--- src/rtl/rng_sample_scheduler.sv ---
// rng_sample_scheduler: owns one shared LFSR random-word generator and hands
// its words to NUM_REQ sampling units through a round-robin request/grant
// handshake. The generator is sequenced LOAD -> WARM -> SERVE, and every grant
// is followed by a HOLD window long enough for the generator to shift in a
// completely fresh word before the next grant.
//
// Handshake: req[i] is a level held by requester i until it sees grant[i].
// grant is a one-cycle one-hot pulse, and rnd_valid pulses with it. rnd_out
// carries the word for that grant and holds until the next grant. A requester
// that drops req before being granted is skipped. Each request earns one grant.
//
// Optional build macro RNG_STUCK_CHECK_EN adds the rng_fault output. This
// output flags a generator whose output stops changing, and it blocks grants
// while it is set.
module rng_sample_scheduler #(
    parameter int NUM_REQ   = 4,
    parameter int BITLENGTH = 8,
    parameter int WARMUP    = 16,
    parameter int GAP       = 7
) (
    input  logic                 clk,
    input  logic                 reset,
    input  logic                 reseed,
    input  logic [BITLENGTH-1:0] seed_in,
    input  logic [NUM_REQ-1:0]   req,
    output logic [NUM_REQ-1:0]   grant,
    output logic [BITLENGTH-1:0] rnd_out,
    output logic                 rnd_valid,
    output logic                 rng_reset,
    output logic [BITLENGTH-1:0] rng_seed,
    input  logic [BITLENGTH-1:0] rng_data,
`ifdef RNG_STUCK_CHECK_EN
    output logic                 rng_fault,
`endif
    output logic                 ready
);

    localparam int PW = (NUM_REQ > 1) ? $clog2(NUM_REQ) : 1;
    localparam int CW = 16;

    typedef enum logic [1:0] {
        S_LOAD  = 2'd0,
        S_WARM  = 2'd1,
        S_SERVE = 2'd2,
        S_HOLD  = 2'd3
    } state_t;

    state_t                 state;
    logic [BITLENGTH-1:0]   seed_reg;
    logic [PW-1:0]          rr_ptr;
    logic [CW-1:0]          cnt;
    logic [PW-1:0]          pick;
    logic                   any_req;
    logic                   grant_ok;

    // The generator loads its seed for as long as the FSM sits in LOAD.
    assign rng_reset = (state == S_LOAD);
    assign rng_seed  = seed_reg;
    assign any_req   = |req;
    assign ready     = (state == S_SERVE) && grant_ok;

    // Round-robin pick: lowest set req at or above rr_ptr, else lowest below it.
    // Both passes scan downward so the lowest index wins. The second pass
    // overrides the first, which gives indices at or above rr_ptr priority.
    always_comb begin
        pick = '0;
        for (int i = NUM_REQ - 1; i >= 0; i--) begin
            if (req[i[PW-1:0]] && (PW'(i) < rr_ptr)) begin
                pick = PW'(i);
            end
        end
        for (int i = NUM_REQ - 1; i >= 0; i--) begin
            if (req[i[PW-1:0]] && (PW'(i) >= rr_ptr)) begin
                pick = PW'(i);
            end
        end
    end

    // Sequencer FSM plus the registered grant, word and pointer updates.
    always_ff @(posedge clk) begin
        if (reset) begin
            state     <= S_LOAD;
            seed_reg  <= seed_in;
            rr_ptr    <= '0;
            cnt       <= '0;
            grant     <= '0;
            rnd_out   <= '0;
            rnd_valid <= 1'b0;
        end else begin
            grant     <= '0;
            rnd_valid <= 1'b0;
            if (reseed) begin
                // Restart the generator; rr_ptr is kept so fairness carries over.
                seed_reg <= seed_in;
                state    <= S_LOAD;
                cnt      <= '0;
            end else begin
                case (state)
                    S_LOAD: begin
                        state <= S_WARM;
                        cnt   <= CW'(WARMUP - 1);
                    end
                    S_WARM: begin
                        if (cnt == '0) begin
                            state <= S_SERVE;
                        end else begin
                            cnt <= cnt - 1'b1;
                        end
                    end
                    S_SERVE: begin
                        if (any_req && grant_ok) begin
                            grant     <= {{(NUM_REQ-1){1'b0}}, 1'b1} << pick;
                            rnd_out   <= rng_data;
                            rnd_valid <= 1'b1;
                            rr_ptr    <= (pick == PW'(NUM_REQ - 1)) ? '0 : pick + 1'b1;
                            state     <= S_HOLD;
                            cnt       <= CW'(GAP - 1);
                        end
                    end
                    S_HOLD: begin
                        if (cnt == '0) begin
                            state <= S_SERVE;
                        end else begin
                            cnt <= cnt - 1'b1;
                        end
                    end
                    default: state <= S_LOAD;
                endcase
            end
        end
    end

`ifdef RNG_STUCK_CHECK_EN
    logic [BITLENGTH-1:0] rng_prev;

    // Sticky stuck detector: the generator output must change on every edge
    // once it has been seeded.
    always_ff @(posedge clk) begin
        if (reset) begin
            rng_prev  <= '0;
            rng_fault <= 1'b0;
        end else begin
            rng_prev <= rng_data;
            if (reseed) begin
                rng_fault <= 1'b0;
            end else if ((state != S_LOAD) && (rng_data == rng_prev)) begin
                rng_fault <= 1'b1;
            end
        end
    end

    assign grant_ok = !rng_fault;
`else
    assign grant_ok = 1'b1;
`endif

endmodule

--- config.mk ---
export PLATFORM = sky130hd
export DESIGN_NAME = rng_sample_scheduler
export DESIGN_NICKNAME = d
export VERILOG_FILES = /design/src/rtl/rng_sample_scheduler.sv
export SDC_FILE = /design/constraint.sdc
export NUM_CORES = 1
export LEC_CHECK = 0
export BUFFER_PORTS_ARGS = -buffer_cell sky130_fd_sc_hd__buf_2
export CORE_MARGIN = 2
export CORE_UTILIZATION = 52
export DETAILED_ROUTE_END_ITERATION = 8
export GPL_TIMING_DRIVEN = 0
export PLACE_DENSITY = 0.74
export SETUP_SLACK_MARGIN = 0.2
export SLEW_MARGIN = 20
export SYNTH_ARGS = -nofsm -noshare
export SYNTH_HDL_FRONTEND = slang
export SYNTH_SLANG_ARGS = --single-unit
--- constraint.sdc ---
create_clock -name clk -period 2.3 [get_ports clk]
set_input_delay 0.575 -clock clk [delete_from_list [all_inputs] [get_ports clk]]
set_output_delay 0.575 -clock clk [all_outputs]
set_load 0.005 [all_outputs]
==> results.yml, run 1 <==
run_status:
  outcome: "finished, final reports clean"
setup_path:
  critical_path_buf_inv_count: 1
  critPathKind: "reg2reg"
  crit_family: "simple AND/OR/NAND/NOR gates"
  cpPeakStageDelay_ps: 550
  worstPathCellList: "or4_4 -> buf_6 -> or2_0 -> or4_1 -> a21oi_1"
  crit_path_max_fanout: 8
  crit_arrival_ps: 2310
  end_kind: "flip-flop"
  reg2reg_slack_ps: 290
  critPathSlowestCell: "or4_4"
  rr_worst_depth: 5
  r2r-start: "cnt[8]"
  start_kind: "flip-flop"
  timing.rr.end: "cnt[14]"
  cp.required_ps: 2600
cts:
  clock_path_buffers: 2
  clk_pin_slew_ps: 130
  numCtsBuffers: 5
  cts_tree: "yes"
  clock_sinks: 41
  cts_max_level: 2
  holdBufCountCts: 0
  root_buffer: "clkbuf_4"
  insertion_delay_ps: 360
floorplanning:
  fp.dieH_microns: 64.18
  die_w_microns: 64.18
  dieArea_sq_mm: 0.004118
  initial_core_util_pct: 55.13
  pin_count: 46
  std_cell_rows: 21
  core_area_sq_mm: 0.003416
layout:
  antennaDiodeCount: 0
  multi_input_area_sq_um: 949.7
  num-fill-cells: 301
  area_growth_syn_to_layout_pct: 24.12
  regArea_sq_um: 903.4
  stdcell_area_sq_mm: 0.002337
  final_core_util_pct: 68.42
  nNetsFinal: 281
  drive_above_1_share_pct: 32.95
synthesis:
  async_flop_share_pct: 0
  ys_seq_area_share_pct: 47.84
  syn-cell-area_sq_mm: 0.001883
  avgSynthCellArea_sq_um: 9.559
  synth_nets: 221
  synth_area_leaders: "dfxtp_1 35%, edfxtp_1 13%, a21oi_1 6.1%, nand2_1 4.4%, mux2i_1 2.1%"
  ys_warn_count: 0
  synth_ff_type: "dfxtp_1"
  synthCells: 197
  synth_largest_area_cell: "dfxtp_1"
  synth_edf_count: 8
  synth_seq_cells: 41
  yosys.cell_types.count: 52
  synth_top_area_share_pct: 35.08
routing:
  vias_per_cell: 5.609
  drtAntennaViolNets: 0
  wl_per_cell_microns: 14.61
  drtIter0Drc: 84
  route.detailed.drc: 0
  first_pass_iters: 4
  drt-total-wl_microns: 4441
  dr_total_vias: 1705
global_route:
  grt_first_pass_wirelength_microns: 7452
  grt_max_degree: 17
  antenna_found_initial: 0
  track_usage_pct: 22.85
  grt_pass1_vias: 1653
  grt_overflow: 0
min_path:
  hold_depth: 1
  hold_path_class: "in2reg"
  hold_path_startpoint: "seed_in[7]"
  whs_endpoint: "rng_seed[7]"
placement:
  place_area_sq_mm: 0.002166
  io_buffer_count: 45
  dp_hpwl_microns: 3057
  gp_congestion: 0.8138
sta:
  rsz0062_at_grt: "no"
  max_freq_mhz: 498.1
  fin_crit_sh_pct: 87.29
  setup_viol: 0
  worst_pin_slew_ps: 600.2
  hold_violations: 0
  period_minus_slack_ps: 2008
  slew_viol_final: 0
  finalSetupTns_ps: 0
  relSlewSlack_pct: 59.77
  fin_worst_skew_ps: 20.84
power:
  power_density_mw_per_mm2: 644.2
  max-vdd-ir-drop_v: 0.0003972
  p_leak_nw: 0.9510
  power_w: 0.001506
flow_run:
  cap_violations: 0
[cells in the mapped netlist (3+ instances only)]
| cell type | count |
|---|---|
| a211oi_1 | 5 |
| a21oi_1 | 23 |
| and3_1 | 4 |
| clkbuf_1 | 3 |
| dfxtp_1 | 33 |
| edfxtp_1 | 8 |
| inv_1 | 7 |
| mux2i_1 | 4 |
| nand2_1 | 22 |
| nand2b_1 | 4 |
| nand3_1 | 5 |
| nor2_1 | 7 |
| nor4_1 | 5 |
| o21ai_0 | 6 |
| o31ai_1 | 5 |
| or3_1 | 6 |
| or4_1 | 5 |
| or4_2 | 3 |
[routing by layer]
metal | GRT usage [%] | vias to the layer above | part of all wire (%)
met5 | 0 | - | 0
met4 | 6.383 | 0 | 1.2
met3 | 5.634 | 6 | 3.6
met2 | 39.45 | 28 | 51
met1 | 28.30 | 806 | 44
li1 | - | 865 | -
[logic make-up (layout without fill, tap and decap cells)]
| group | count (synthesis) | in the layout | share of synthesized area (%) |
|---|---|---|---|
| simple gates | 80 | 80 | 26.51 |
| compound gates | 56 | 56 | 18.94 |
| flops | 41 | 41 | 47.84 |
| buf+inv | 14 | 75 | 3.455 |
| mux | 4 | 4 | 2.126 |
| fa+ha+maj | 1 | 1 | 0.6643 |
| xor+xnor | 1 | 1 | 0.4652 |
[power breakdown]
part           total (W)  switching [W]  internal, W
Clock           0.000463       0.000235     0.000228
Sequential      0.000779      0.0000191     0.000760
Combinational   0.000264       0.000136     0.000127
[how the worst max path moves through the flow]
stage / from / end / slack, ps / depth (start not counted)
final: cnt[8] / cnt[14] / 290 / 5
after CTS: cnt[0] / cnt[9] / 200 / 6
after global routing: cnt[2] / cnt[11] / 180 / 5
after detailed placement: cnt[0] / cnt[12] / -10 / 6
after global placement: req[1] / cnt[15] / -20 / 5
after floorplan: req[1] / cnt[15] / 330 / 4
[metrics by stage]
| stage | setup WS (ps) | instances | hold WS, ps |
|---|---|---|---|
| finish | 292.3 | 304 | 383.3 |
| global route | 182.7 | 304 | 351.9 |
| CTS | 197.7 | 300 | 369.6 |
| detailed placement | -10.81 | 288 | 444.6 |
| global placement | -15.74 | 288 | 441.5 |
| floorplan | 329.8 | 197 | 450.4 |
[state kept, by name (all words and copies together) (netlist names)]
register,flops
state,2
rnd_out,8
rnd_valid,1
rr_ptr,2
rng_seed,8
grant,4
cnt,16
[worst reg2reg max path, cell delays in order, from the launching register on]
cell and delay (ps):
dfxtp_1 380, or4_4 550, buf_6 160, or2_0 230
or4_1 500, a21oi_1 140
[repair_timing]
item | CTS | global route
setup buffers | 4 | 4
setup endpoints to repair | 8 | 8
resized for setup | 2 | 7
pin swaps | 1 | 2
[layout by cell type (no fill, tap or decap), drive strengths merged, types with 2 or more instances in the layout]
| cell | instances |
|---|---|
| buf | 56 |
| dfxtp | 33 |
| a21oi | 23 |
| nand2 | 22 |
| or4 | 9 |
| clkbuf | 9 |
| edfxtp | 8 |
| or3 | 8 |
| nor4 | 8 |
| inv | 7 |
| nor2 | 7 |
| o21ai | 6 |
| a211oi | 5 |
| nand3 | 5 |
| o31ai | 5 |
| nand2b | 4 |
| mux2i | 4 |
| and3 | 4 |
| nor3 | 4 |
| or2 | 3 |
| a31oi | 2 |
| o211ai | 2 |
| o22ai | 2 |
| clkinv | 2 |
| or3b | 2 |
| a21o | 2 |
[final cells by class]
| class | count | area share [%] |
|---|---|---|
| plain buffers | 6 | 1.499 |
| multi-input cells | 142 | 40.63 |
| clock buffers | 6 | 1.767 |
| clock inverters | 2 | 1.499 |
| flip-flops and latches | 41 | 38.65 |
| inverters | 8 | 1.285 |
| repair buffers | 53 | 12.21 |
| well taps | 46 | 2.463 |
Power figures use the tool's default switching activity.
==> run 2, diff against run 1 <==
--- a/config.mk
+++ b/config.mk
@@ -5,12 +5,13 @@
 export SDC_FILE = /design/constraint.sdc
 export NUM_CORES = 1
 export LEC_CHECK = 0
+export ABC_AREA = 1
 export BUFFER_PORTS_ARGS = -buffer_cell sky130_fd_sc_hd__buf_2
-export CORE_MARGIN = 2
-export CORE_UTILIZATION = 52
+export CORE_MARGIN = 3
+export CORE_UTILIZATION = 30
 export DETAILED_ROUTE_END_ITERATION = 8
 export GPL_TIMING_DRIVEN = 0
-export PLACE_DENSITY = 0.74
+export PLACE_DENSITY = 0.46
 export SETUP_SLACK_MARGIN = 0.2
 export SLEW_MARGIN = 20
 export SYNTH_ARGS = -nofsm -noshare
==> run 2 against run 1 <==
Non-clock buffer count fell by 10. Sequential share of layout area shrank 0.56 points. Via count is 1.7% higher. Sequential power shrank 0.5%. Clock-buffer cell count is the same. Sequential cell count unchanged. Global-route usage shrank 9.9 points. Final area increased by 1.2%. Fmax up 19%. Largest cell class is now sequential cells. Clock power up 17%. Largest power group unchanged. Utilization is 30 points lower.
==> results.yml, run 2 <==
run_status:
  outcome: "finished, final reports clean"
cts:
  clock_sinks: 41
  root_buffer: "clkbuf_8"
  insertion_delay_ps: 290
  holdBufCountCts: 0
  numCtsBuffers: 5
  cts_resized: 0
  clk_pin_slew_ps: 90
  clock_path_buffers: 2
  cts_max_level: 2
  cts_tree: "yes"
  cts_setup_buffers: 0
synthesis:
  synth_top_family_by_area: "simple AND/OR/NAND/NOR gates"
  avgSynthCellArea_sq_um: 7.277
  ys_seq_area_share_pct: 46.54
  synthCells: 266
  synthSimpleGateAreaFrac_pct: 35.10
  yosys.cell_types.count: 23
  synth_largest_area_cell: "dfxtp_1"
  synthXorXnorAreaFrac_pct: 1.357
  synth_nets: 290
  yosysMostFrequentCell: "nor2_1"
  synthTopCellsByCount: "65 x nor2_1, 55 x nand2_1, 33 x dfxtp_1"
  muxShareOfSynthArea_pct: 0
  synth_compound_area_share_pct: 7.822
  synth_edf_count: 8
  synth_seq_cells: 41
  ys_warn_count: 0
  synth_ff_type: "dfxtp_1"
  synth_area_leaders: "dfxtp_1 34%, nor2_1 13%, edfxtp_1 12%, nand2_1 11%, inv_1 5.8%"
  async_flop_share_pct: 0
  synth_top_area_share_pct: 34.13
  syn-cell-area_sq_mm: 0.001936
  yosys.area_share.adder_pct: 0.6464
floorplanning:
  std_cell_rows: 28
  dieArea_sq_mm: 0.007452
  pin_count: 46
  initial_core_util_pct: 31.75
  die_w_microns: 86.33
  core_area_sq_mm: 0.006096
  fp.dieH_microns: 86.33
setup_path:
  crit_arrival_ps: 1870
  critPathLaunch: "cnt[0]"
  cp.required_ps: 2490
  cpPeakStageDelay_ps: 330
  cp_common_cell: "nor2_2"
  critPathSlowestCell: "dfxtp_1"
  critical_path_buf_inv_count: 3
  critPathKind: "reg2reg"
  start_kind: "flip-flop"
  worstPathCellList: "inv_1 -> ha_1 -> nand2_2 -> nor2_4 -> inv_2 -> nor2_2 -> nor2_2 -> buf_6 -> o21ai_0 -> nor2_1"
  r2r-start: "cnt[0]"
  crit_family: "simple AND/OR/NAND/NOR gates"
  end_kind: "flip-flop"
  crit_path_max_fanout: 10
sta:
  max_freq_mhz: 593.9
  relSlewSlack_pct: 74.46
  hold_violations: 0
  finalSetupTns_ps: 0
  worst_pin_slew_ps: 383.1
  rsz0062_at_grt: "no"
  slew_viol_final: 0
  period_minus_slack_ps: 1684
  fin_worst_skew_ps: 9.042
  fin_crit_sh_pct: 73.21
  setup_viol: 0
  setup_slack_ps: 616.1
global_route:
  grt_pass1_vias: 1676
  grt_first_pass_wirelength_microns: 7638
  track_usage_pct: 12.91
  grt_overflow: 0
  grt_max_degree: 18
  antenna_found_initial: 0
placement:
  gp_congestion: 0.7429
  io_buffer_count: 45
  preCtsSetupSlack_ps: 448.1
  dp_hpwl_microns: 3370
  placed_cells: 386
power:
  swShare_pct: 27.49
  pwr-share-comb_pct: 16.0
  max-vdd-ir-drop_v: 0.0003580
  internal_power_w: 0.001139
  p_leak_nw: 1.138
  clockPowerShare_pct: 34.7
  seqPwrFrac_pct: 49.4
  p_sw_w: 0.0004317
  power_density_mw_per_mm2: 664.0
layout:
  fin_cells: 394
  num-fill-cells: 678
  top_register: "cnt"
  final_common_cell: "nor2_1"
  regArea_sq_um: 900.9
  largest_reg_flops: 16
  nNetsFinal: 342
  area_growth_syn_to_layout_pct: 22.17
  multi_input_area_sq_um: 869.6
  drive_above_1_share_pct: 24.14
  antennaDiodeCount: 0
  layout_common_cells: "65 x nor2_1, 55 x nand2_1, 47 x buf_2, 33 x dfxtp_1, 30 x inv_1"
routing:
  dr_total_vias: 1734
  drtIter0Drc: 58
  first_pass_iters: 4
  drt-total-wl_microns: 4427
  wl_per_cell_microns: 11.24
  vias_per_cell: 4.401
  route.detailed.drc: 0
  drtAntennaViolNets: 0
flow_run:
  cap_violations: 0
min_path:
  hold_path_startpoint: "seed_in[1]"
  hold_path_class: "in2reg"
## run 2: cell types whose count changed after synthesis, sizes merged, moves of 8 or more
cell   delta
a21oi    -11
inv      +27
nand2    +35
nand3    +15
nor2     +67
nor4      -8
o21ai    +10
or3       -8
or4       -9
## run 2: layout make-up
class / count / area share (%)
buffer: 4 / 1.376
clock buffer: 6 / 3.968
clock inverter: 2 / 0.6878
inverter: 34 / 5.608
multi-input combinational: 187 / 36.77
sequential: 41 / 38.10
tap: 75 / 3.968
timing repair buffer: 45 / 9.524
## run 2: per-layer routing
layer | GRT usage, % | vias to the layer above | routed length (microns) | part of all wire [%]
li1 | - | 935 | - | -
met5 | 0 | - | 0 | 0
met1 | 16.73 | 769 | 2127 | 48
met3 | 3.042 | 4 | 187 | 4.2
met4 | 4.674 | 0 | 46 | 1.0
met2 | 20.93 | 26 | 2065 | 47
## run 2: path summary, 6_finish.rpt
check / end / slack, ps / depth (start not counted)
max: cnt[3] / 620 / 10
min: rng_seed[1] / 450 / 1
max reg2reg: cnt[3] / 620 / 10
min reg2reg: cnt[1] / 500 / 2
## run 2: power groups by stage
stage / logic, W / clock network (W) / registers [W]
finish: 0.000251 / 0.000544 / 0.000775
global route: 0.000288 / 0.000603 / 0.000780
detailed placement: 0.000253 / 0 / 0.000792
CTS: 0.000254 / 0.000572 / 0.000776
global placement: 0.000251 / 0 / 0.000792
floorplan: 0.000175 / 0 / 0.000792
## run 2: cell families after synthesis
group | after synthesis
AOI/OAI and AO/OA | 28
DFF | 41
buffers and inverters | 38
adders and majority gates | 1
xor gates and xnor gates | 3
and+or+nand+nor | 155
## run 2: through the flow
stage | hold WS, ps | total power, W | area (sq um) | util [%]
6_report | 450.2 | 0.001570 | 2365 | 38.79
3_5_place_dp | 487.3 | 0.001046 | 2255 | 36.99
4_1_cts | 440.9 | 0.001602 | 2365 | 38.79
2_1_floorplan | 458.8 | 0.0009672 | 1936 | -
3_3_place_gp | 477.2 | 0.001043 | 2255 | 36.99
5_1_grt | 433.8 | 0.001672 | 2365 | 38.79
==> run 3, diff against run 2 <==
==> constraint.sdc (replaced) <==
create_clock -name clk -period 1.71 [get_ports clk]
set_input_delay 0.4275 -clock clk [delete_from_list [all_inputs] [get_ports clk]]
set_output_delay 0.4275 -clock clk [all_outputs]
set_load 0.005 [all_outputs]
==> run 3 against run 2 <==
Register-to-register slack got worse by 380 ps. Sequential share of layout area shrank 2.8 points. First-iteration DRC count did not move. Largest cell class is now multi-input combinational cells. Highest routed layer unchanged.
==> results.yml, run 3 (synthesized netlist as in run 2, its figures left out) <==
sta:
  relSlewSlack_pct: 74.81
  worst_pin_slew_ps: 377.9
  hold_violations: 0
  setup_viol: 0
  rsz0062_at_grt: "yes"
  max_freq_mhz: 680.1
  fin_crit_sh_pct: 85.99
  period_minus_slack_ps: 1470
  finalSetupTns_ps: 0
  fin_worst_skew_ps: 9.491
  slew_viol_final: 0
  setup_slack_ps: 239.6
routing:
  wl_per_cell_microns: 11.55
  route.detailed.drc: 0
  first_pass_iters: 4
  drt-total-wl_microns: 4699
  drtAntennaViolNets: 0
  vias_per_cell: 4.430
  drtIter0Drc: 58
  dr_total_vias: 1803
power:
  seqPwrFrac_pct: 47.8
  p_sw_w: 0.0006246
  clockPowerShare_pct: 33.8
  internal_power_w: 0.001570
  power_density_mw_per_mm2: 853.2
  swShare_pct: 28.46
  power_w: 0.002195
  max-vdd-ir-drop_v: 0.0004521
  pwr-share-comb_pct: 18.5
  p_leak_nw: 1.221
global_route:
  grt_max_degree: 18
  grt_pass1_vias: 1678
  antenna_found_initial: 0
  grt_first_pass_wirelength_microns: 7645
  track_usage_pct: 12.93
  grt_overflow: 0
layout:
  antennaDiodeCount: 0
  layout_common_cells: "58 x nor2_1, 55 x nand2_1, 47 x buf_2, 28 x dfxtp_1, 25 x inv_1"
  top_register: "cnt"
  drive_above_1_share_pct: 33.43
  largest_reg_flops: 16
  fin_cells: 407
  nNetsFinal: 355
  final_common_cell: "nor2_1"
  area_growth_syn_to_layout_pct: 32.90
setup_path:
  start_kind: "flip-flop"
  cpPeakStageDelay_ps: 340
  critical_path_buf_inv_count: 3
  reg2reg_slack_ps: 240
  end_kind: "flip-flop"
  cp_common_cell: "nor2_4"
  worstPathCellList: "inv_2 -> ha_4 -> nand2_4 -> nor2_4 -> inv_2 -> nor2_4 -> nor2_4 -> buf_6 -> o21ai_1 -> nor2_1"
  crit_path_max_fanout: 5
  crit_cells: 10
  cp.required_ps: 1910
  critPathSlowestCell: "dfxtp_2"
  critPathKind: "reg2reg"
  crit_arrival_ps: 1670
  crit_family: "simple AND/OR/NAND/NOR gates"
  rr_worst_depth: 10
floorplanning:
  dieArea_sq_mm: 0.007452
  die_w_microns: 86.33
  std_cell_rows: 28
  initial_core_util_pct: 31.75
  fp.dieH_microns: 86.33
  pin_count: 46
  core_area_sq_mm: 0.006096
run_status:
  outcome: "finished, final reports clean"
flow_run:
  cap_violations: 0
placement:
  placed_cells: 386
  preCtsSetupSlack_ps: 5.561
  gp_congestion: 0.7429
  io_buffer_count: 45
  dp_hpwl_microns: 3370
cts:
  insertion_delay_ps: 300
  root_buffer: "clkbuf_8"
  clock_path_buffers: 2
  cts_max_level: 2
  cts_tree: "yes"
  clock_sinks: 41
  clk_pin_slew_ps: 90
  numCtsBuffers: 5
min_path:
  hold_path_class: "in2reg"
  hold_depth: 1
## run 3: cell types whose count changed in the layout (fill, tap and decap cells not counted), sizes merged
cell / previous run / this run
buf: 49 / 61
clkinv: 1 / 2
inv: 34 / 33
nand2: 57 / 58
## run 3: worst paths after layout
path / startpoint / to
worst min-delay path: seed_in[1] / rng_seed[1]
worst max-delay path: cnt[0] / cnt[3]
worst max register to register: cnt[0] / cnt[3]
worst min register to register: cnt[1] / cnt[1]
## run 3: worst reg2reg max path: stages, from the launching register on
cell and delay [ps]:
dfxtp_2 340, inv_2 90, ha_4 160, nand2_4 60, nor2_4 190, inv_2 70
nor2_4 100, nor2_4 60, buf_6 130, o21ai_1 120, nor2_1 50
## run 3: timing repair
item	4_1_cts	5_1_grt
hold buffers	0	0
resized for setup	8	31
buffers inserted	0	11
setup endpoints to repair	15	24
gates cloned	0	2
pin swaps	2	14
## run 3: final cells by class
class | instances | area (sq um)
clock inverters | 2 | 16.27
flip-flops and latches | 41 | 907.1
multi-input cells | 188 | 972.2
clock buffers | 6 | 93.84
inverters | 34 | 137.6
repair buffers | 57 | 319.1
fillers | 664 | 3523
plain buffers | 4 | 32.53
well taps | 75 | 93.84
## run 3: metrics by stage
stage | cell area, sq um | hold WS [ps] | utilization (%)
5_1_grt | 2572 | 286.3 | 42.20
3_5_place_dp | 2255 | 487.3 | 36.99
6_report | 2572 | 298.1 | 42.20
4_1_cts | 2386 | 293.4 | 39.14
2_1_floorplan | 1936 | 458.8 | -
3_3_place_gp | 2255 | 477.2 | 36.99
## run 3: power by group through the flow
stage	Combinational, W	Clock [W]	Sequential, W
3_5_place_dp	0.000341	0	0.00107
6_report	0.000405	0.000742	0.00105
5_1_grt	0.000456	0.000811	0.00105
3_3_place_gp	0.000337	0	0.00107
4_1_cts	0.000349	0.000769	0.00104
2_1_floorplan	0.000235	0	0.00107
## run 3: per-layer routing
metal	vias up	wire length, microns	track usage (%)
met2	29	2213	20.93
met1	808	2227	16.78
li1	961	-	-
met5	-	0	0
met4	0	44	4.674
met3	5	212	3.042
